==> src/rtl/axi_burst_addr_gen.sv <==
// ============================================================================
// Module      : axi_burst_addr_gen
// Description : AXI read-burst beat address generator (FIXED/INCR/WRAP) with
//               last and per-beat error flags on a valid/ready beat stream.
// Revision    : 1.0 - initial release
// ============================================================================
`default_nettype none

module axi_burst_addr_gen #(
    parameter int                 ADDR_W     = 32,
    parameter int                 LEN_W      = 8,
    parameter int                 MAX_SIZE   = 3,
    parameter logic [ADDR_W-1:0]  ADDR_LIMIT = 'hFF
) (
    input  logic              clk,
    input  logic              n_rst,
    input  logic              ar_valid,
    output logic              ar_ready,
    input  logic [ADDR_W-1:0] ar_addr,
    input  logic [LEN_W-1:0]  ar_len,
    input  logic [2:0]        ar_size,
    input  logic [1:0]        ar_burst,
    output logic              beat_valid,
    input  logic              beat_ready,
    output logic [ADDR_W-1:0] beat_addr,
    output logic              beat_last,
    output logic              beat_err,
    output logic              busy
);

    localparam logic [2:0] c_MAX_SIZE    = 3'(MAX_SIZE);
    localparam logic [1:0] c_BURST_FIXED = 2'd0;
    localparam logic [1:0] c_BURST_WRAP  = 2'd2;
    localparam logic [1:0] c_BURST_RSVD  = 2'd3;

    typedef enum logic [0:0] {
        S_IDLE  = 1'b0,
        S_BURST = 1'b1
    } state_t;

    state_t              r_state;
    logic [ADDR_W-1:0]   r_addr;
    logic [ADDR_W-1:0]   r_inc;
    logic [ADDR_W-1:0]   r_mask;
    logic [LEN_W-1:0]    r_len;
    logic [LEN_W-1:0]    r_cnt;
    logic                r_berr;
    logic                r_valid;
    logic                r_busy;

    logic [ADDR_W-1:0]   w_inc;
    logic [ADDR_W-1:0]   w_bound;
    logic                w_misalign;
    logic                w_wrap_len_ok;
    logic                w_is_wrap;
    logic                w_berr;
    logic                w_last;
    logic [ADDR_W-1:0]   w_next_addr;

    assign w_inc         = ADDR_W'(1) << ar_size;
    assign w_bound       = (ADDR_W'(ar_len) + ADDR_W'(1)) << ar_size;
    assign w_misalign    = |(ar_addr & (w_inc - ADDR_W'(1)));
    assign w_is_wrap     = (ar_burst == c_BURST_WRAP);
    assign w_wrap_len_ok = (ar_len == LEN_W'(1)) || (ar_len == LEN_W'(3)) ||
                           (ar_len == LEN_W'(7)) || (ar_len == LEN_W'(15));
    assign w_berr        = (ar_size > c_MAX_SIZE) || (ar_burst == c_BURST_RSVD) ||
                           (w_is_wrap && (!w_wrap_len_ok || w_misalign));

    // One datapath covers all burst types: INCR uses an all-ones mask, WRAP
    // masks to the wrap window, FIXED and erroneous bursts use a zero step.
    assign w_next_addr   = (r_addr & ~r_mask) | ((r_addr + r_inc) & r_mask);
    assign w_last        = (r_cnt == r_len);

    assign ar_ready   = (r_state == S_IDLE);
    assign beat_valid = r_valid;
    assign busy       = r_busy;
    assign beat_addr  = r_addr;
    assign beat_last  = r_valid && w_last;
    assign beat_err   = r_valid && (r_berr || (r_addr > ADDR_LIMIT));

    always_ff @(posedge clk or negedge n_rst) begin
        if (!n_rst) begin
            r_state <= S_IDLE;
            r_addr  <= '0;
            r_inc   <= '0;
            r_mask  <= '0;
            r_len   <= '0;
            r_cnt   <= '0;
            r_berr  <= 1'b0;
            r_valid <= 1'b0;
            r_busy  <= 1'b0;
        end else begin
            case (r_state)
                S_IDLE: begin
                    if (ar_valid) begin
                        r_state <= S_BURST;
                        r_addr  <= ar_addr;
                        r_len   <= ar_len;
                        r_cnt   <= '0;
                        r_berr  <= w_berr;
                        r_inc   <= (w_berr || (ar_burst == c_BURST_FIXED)) ? '0 : w_inc;
                        r_mask  <= (w_is_wrap && !w_berr) ? (w_bound - ADDR_W'(1)) : '1;
                        r_valid <= 1'b1;
                        r_busy  <= 1'b1;
                    end
                end
                S_BURST: begin
                    if (beat_ready) begin
                        if (w_last) begin
                            r_state <= S_IDLE;
                            r_valid <= 1'b0;
                            r_busy  <= 1'b0;
                        end else begin
                            r_addr <= w_next_addr;
                            r_cnt  <= r_cnt + LEN_W'(1);
                        end
                    end
                end
                default: begin
                    r_state <= S_IDLE;
                    r_valid <= 1'b0;
                    r_busy  <= 1'b0;
                end
            endcase
        end
    end

endmodule

`default_nettype wire

==> config.mk <==
export PLATFORM = sky130hd
export DESIGN_NAME = axi_burst_addr_gen
export DESIGN_NICKNAME = d
export VERILOG_FILES = /design/src/rtl/axi_burst_addr_gen.sv
export SDC_FILE = /design/constraint.sdc
export NUM_CORES = 1
export LEC_CHECK = 0
export ABC_CLOCK_PERIOD_IN_PS = 3100
export CAP_MARGIN = 0
export CORE_ASPECT_RATIO = 0.9
export CORE_UTILIZATION = 40
export DETAILED_ROUTE_END_ITERATION = 7
export GPL_TIMING_DRIVEN = 0
export PLACE_DENSITY = 0.66
export SYNTH_ARGS = -nofsm -noshare
export SYNTH_HDL_FRONTEND = slang
export SYNTH_SLANG_ARGS = --single-unit
export TNS_END_PERCENT = 5
==> constraint.sdc <==
create_clock -name clk -period 3.1 [get_ports clk]
set_input_delay 0.775 -clock clk [delete_from_list [all_inputs] [get_ports clk]]
set_output_delay 0.775 -clock clk [all_outputs]
set_load 0.01 [all_outputs]
==> flow_summary.json <==
{
  "wl_microns": 19400,
  "hold_path.class": "in2async",
  "power_uw": 5150,
  "end_kind": "register",
  "post_drt_wl_per_cell_microns": 20.3,
  "path_class": "in2reg",
  "grt_pass1_vias": 5660,
  "drive_gt1_share_pct": 10.8,
  "syn_nets": 717,
  "p_leak_uw": 0.00289,
  "ys_types": 71,
  "vias": 5708,
  "max_slew_margin_pct": 28.8,
  "drc": 0,
  "min_period_ns": 3.15,
  "violations": "negative setup slack",
  "synth-main-ff-cell": "dfrtp_1",
  "initial_core_util_pct": 41.2,
  "synth_top_area_cell": "dfrtp_1",
  "fin_ws_ns": -0.0546,
  "htree_num_levels": 3,
  "clk_path_buf_depth": 2,
  "dp_hpwl_microns": 14200,
  "path_max_fanout": 6,
  "overflow": 0,
  "rsz0062_at_grt": "true",
  "cp.required_ns": 3.38,
  "via_per_inst": 5.99,
  "startpoint": "ar_len[0]",
  "port_buffers": 83,
  "hold_viol_final": 0,
  "clk_pin_slew_worst_paths_ns": 0.06,
  "ys_warn_count": 0,
  "synthTopCellsByArea": "dfrtp_1 (39%), nor2_1 (4.8%), xnor2_1 (3.8%)",
  "netlist_instances": 653,
  "peakVddDrop_mv": 0.376,
  "status": "finished, violations left",
  "synth-seq-cells": 90,
  "grt_pass1_wl_microns": 30900,
  "drt_first_pass_iters": 5,
  "start_kind": "input pin",
  "stdcell_count": 953,
  "crit_family": "buffers and inverters",
  "dp_cells": 930,
  "ant_nets": 0,
  "drv_cap": 0,
  "power.density_nw_per_um2": 705,
  "syn_to_final_growth_pct": 26.1,
  "tritoncts": "done",
  "clock-sinks": 90,
  "fin_nets": 820,
  "clk_latency_ns": 0.35,
  "crit_buf_inv": 3,
  "worstMarginPinSlew_ns": 1.06,
  "ios": 86,
  "fill_cells": 1364,
  "finalSetupViolations": 12,
  "globalplace.congestion": 0.902,
  "num_rows": 41,
  "antenna_found_initial": 0,
  "worst-path-stages": 11,
  "cp.arrival_ns": 3.43,
  "syn_avg_cell_area_sq_um": 8.86,
  "path_cells": "clkdlybuf4s50_1 -> ha_2 -> nand4_1 -> nor2_1 -> xnor2_1 -> o2111ai_1 -> a221oi_4 -> buf_4 -> a41oi_4 -> buf_6 -> nor2_2",
  "diodes": 0,
  "tns_ns": -0.501,
  "post-route-period-util_pct": 102,
  "numCtsBuffers": 9,
  "synth-edff-count": 0,
  "synth_top_area_share_pct": 38.9,
  "gr-usage-all-layers_pct": 27.1,
  "cts_root_buffer": "clkbuf_16",
  "initialDrtViolationCount": 500,
  "die_y_microns": 116,
  "die-width_microns": 129,
  "critPathSlowestCell": "clkdlybuf4s50_1",
  "max_freq_mhz": 317,
  "fin_worst_skew_ns": 0.00581,
  "rr_worst_depth": 11,
  "yosysSeqAreaShare_pct": 38.9,
  "synth-async-reset-ratio_pct": 100,
  "drv_slew": 0,
  "fp.dieArea_sq_um": 15000,
  "cp_slowest_stage_delay_ns": 0.55,
  "grt_max_degree": 68,
  "core_sq_um": 14100,
  "netlist_area_sq_um": 5790
}
layout by cell type (no fill, tap or decap), types with 4 or more instances in the layout:
cell | synthesis | layout
o2111ai_1 | 6 | 6
o21ai_0 | 42 | 39
clkbuf_1 | 19 | 18
a21o_1 | 4 | 4
nand3_1 | 15 | 15
xor2_1 | 14 | 14
nor3_1 | 13 | 12
o22ai_1 | 15 | 14
nand2_1 | 45 | 45
a211oi_1 | 8 | 8
o31ai_1 | 5 | 5
a22oi_1 | 8 | 8
a21oi_1 | 39 | 37
and4_1 | 12 | 12
dfrtp_1 | 90 | 90
buf_1 | 5 | 5
ha_1 | 14 | 13
nand2b_1 | 5 | 5
a31oi_1 | 8 | 8
inv_1 | 17 | 17
nor2_2 | 9 | 9
nor2b_1 | 9 | 9
clkdlybuf4s50_1 | 0 | 78
clkbuf_16 | 0 | 9
buf_2 | 12 | 9
and3_1 | 16 | 16
nor2_1 | 74 | 74
mux2i_1 | 11 | 11
nor4_1 | 11 | 11
o211ai_1 | 10 | 10
nand4_1 | 13 | 13
buf_6 | 1 | 4
xnor2_1 | 25 | 25
a211o_1 | 4 | 4
buf_4 | 5 | 14
logic make-up (layout without fill, tap and decap cells):
group	count (synthesis)	in the layout	synth area share, %
xor+xnor	39	39	5.90
simple gates	243	243	21.6
fa+ha+maj	15	15	3.37
mux	15	15	2.88
compound gates	188	188	22.5
buf+inv	63	170	4.80
flops	90	90	38.9
final timing paths:
path,to,slack (ns)
worst min register to register,r_mask[20],0.49
max in group asynchronous,r_inc[4],2.13
worst min-delay path,r_cnt[6],0.33
worst max register to register,register,0.11
min in group clk,r_mask[20],0.49
worst max-delay path,r_mask[10],-0.05
power breakdown:
part | internal (uW) | leakage [uW] | switching, uW
combinational | 1010 | 0.00175 | 1060
clock | 580 | 0.000130 | 443
sequential | 1570 | 0.00102 | 476
Yosys cell counts (all sizes together) (4+ instances only):
master	count
ha	14
nand3	15
xnor2	25
nand2	45
nor3	13
and4	12
clkbuf	19
xor2	14
o2111ai	6
o21ai	42
nand2b	5
clkinv	4
nor2b	9
a31oi	9
a22oi	8
o211ai	11
nor2	83
a21o	4
buf	23
o22ai	15
inv	17
o31ai	5
nor4	12
a211oi	8
a211o	4
mux2i	11
dfrtp	90
and3	17
and2	4
a21oi	40
nand4	13
worst register-to-register path: cells and delay by family (launching register included):
kind                       cells  cell delay (ns)
adders and majority gates      2             0.62
DFF                            1             0.44
AOI/OAI and AO/OA              5             0.93
buffers and inverters          2             0.31
and+or+nand+nor                2             0.60
through the flow:
stage	setup WS (ns)	hold slack (ns)	utilization, %	instance area (sq um)
6_report	-0.0546	0.330	51.9	7300
5_1_grt	-0.172	0.352	51.9	7300
4_1_cts	0.00103	0.332	51.8	7280
3_5_place_dp	-1.01	0.480	49.0	6880
3_3_place_gp	-2.07	0.471	48.8	6860
2_1_floorplan	0.0928	0.447	-	5790
what timing repair did:
item                                    CTS  global route
pin swaps                                 8             4
hold buffers                              0             0
endpoints found under the setup margin   36            38
setup buffers                             7             0
resized for setup                        25             6
gates cloned                              1             0
endpoints found under the hold margin     0             0
area by class of cell:
class	instances	area (sq um)	area share (%)
multi-input combinational	500	3310	45.3
sequential	90	2250	30.9
timing repair buffer	92	920	12.6
clock buffer	11	253	3.46
tap	193	241	3.31
buffer	42	218	2.98
inverter	21	80.1	1.10
clock inverter	4	27.5	0.377
metal layers:
| layer | up-vias | global-route usage [%] | wire [microns] |
|---|---|---|---|
| li1 | 2612 | - | - |
| met1 | 2812 | 37.2 | 8640 |
| met2 | 248 | 42.0 | 8710 |
| met3 | 36 | 5.82 | 1530 |
| met4 | 0 | 10.7 | 481 |
| met5 | - | 0 | 0 |
(Power assumes the default switching activity.)
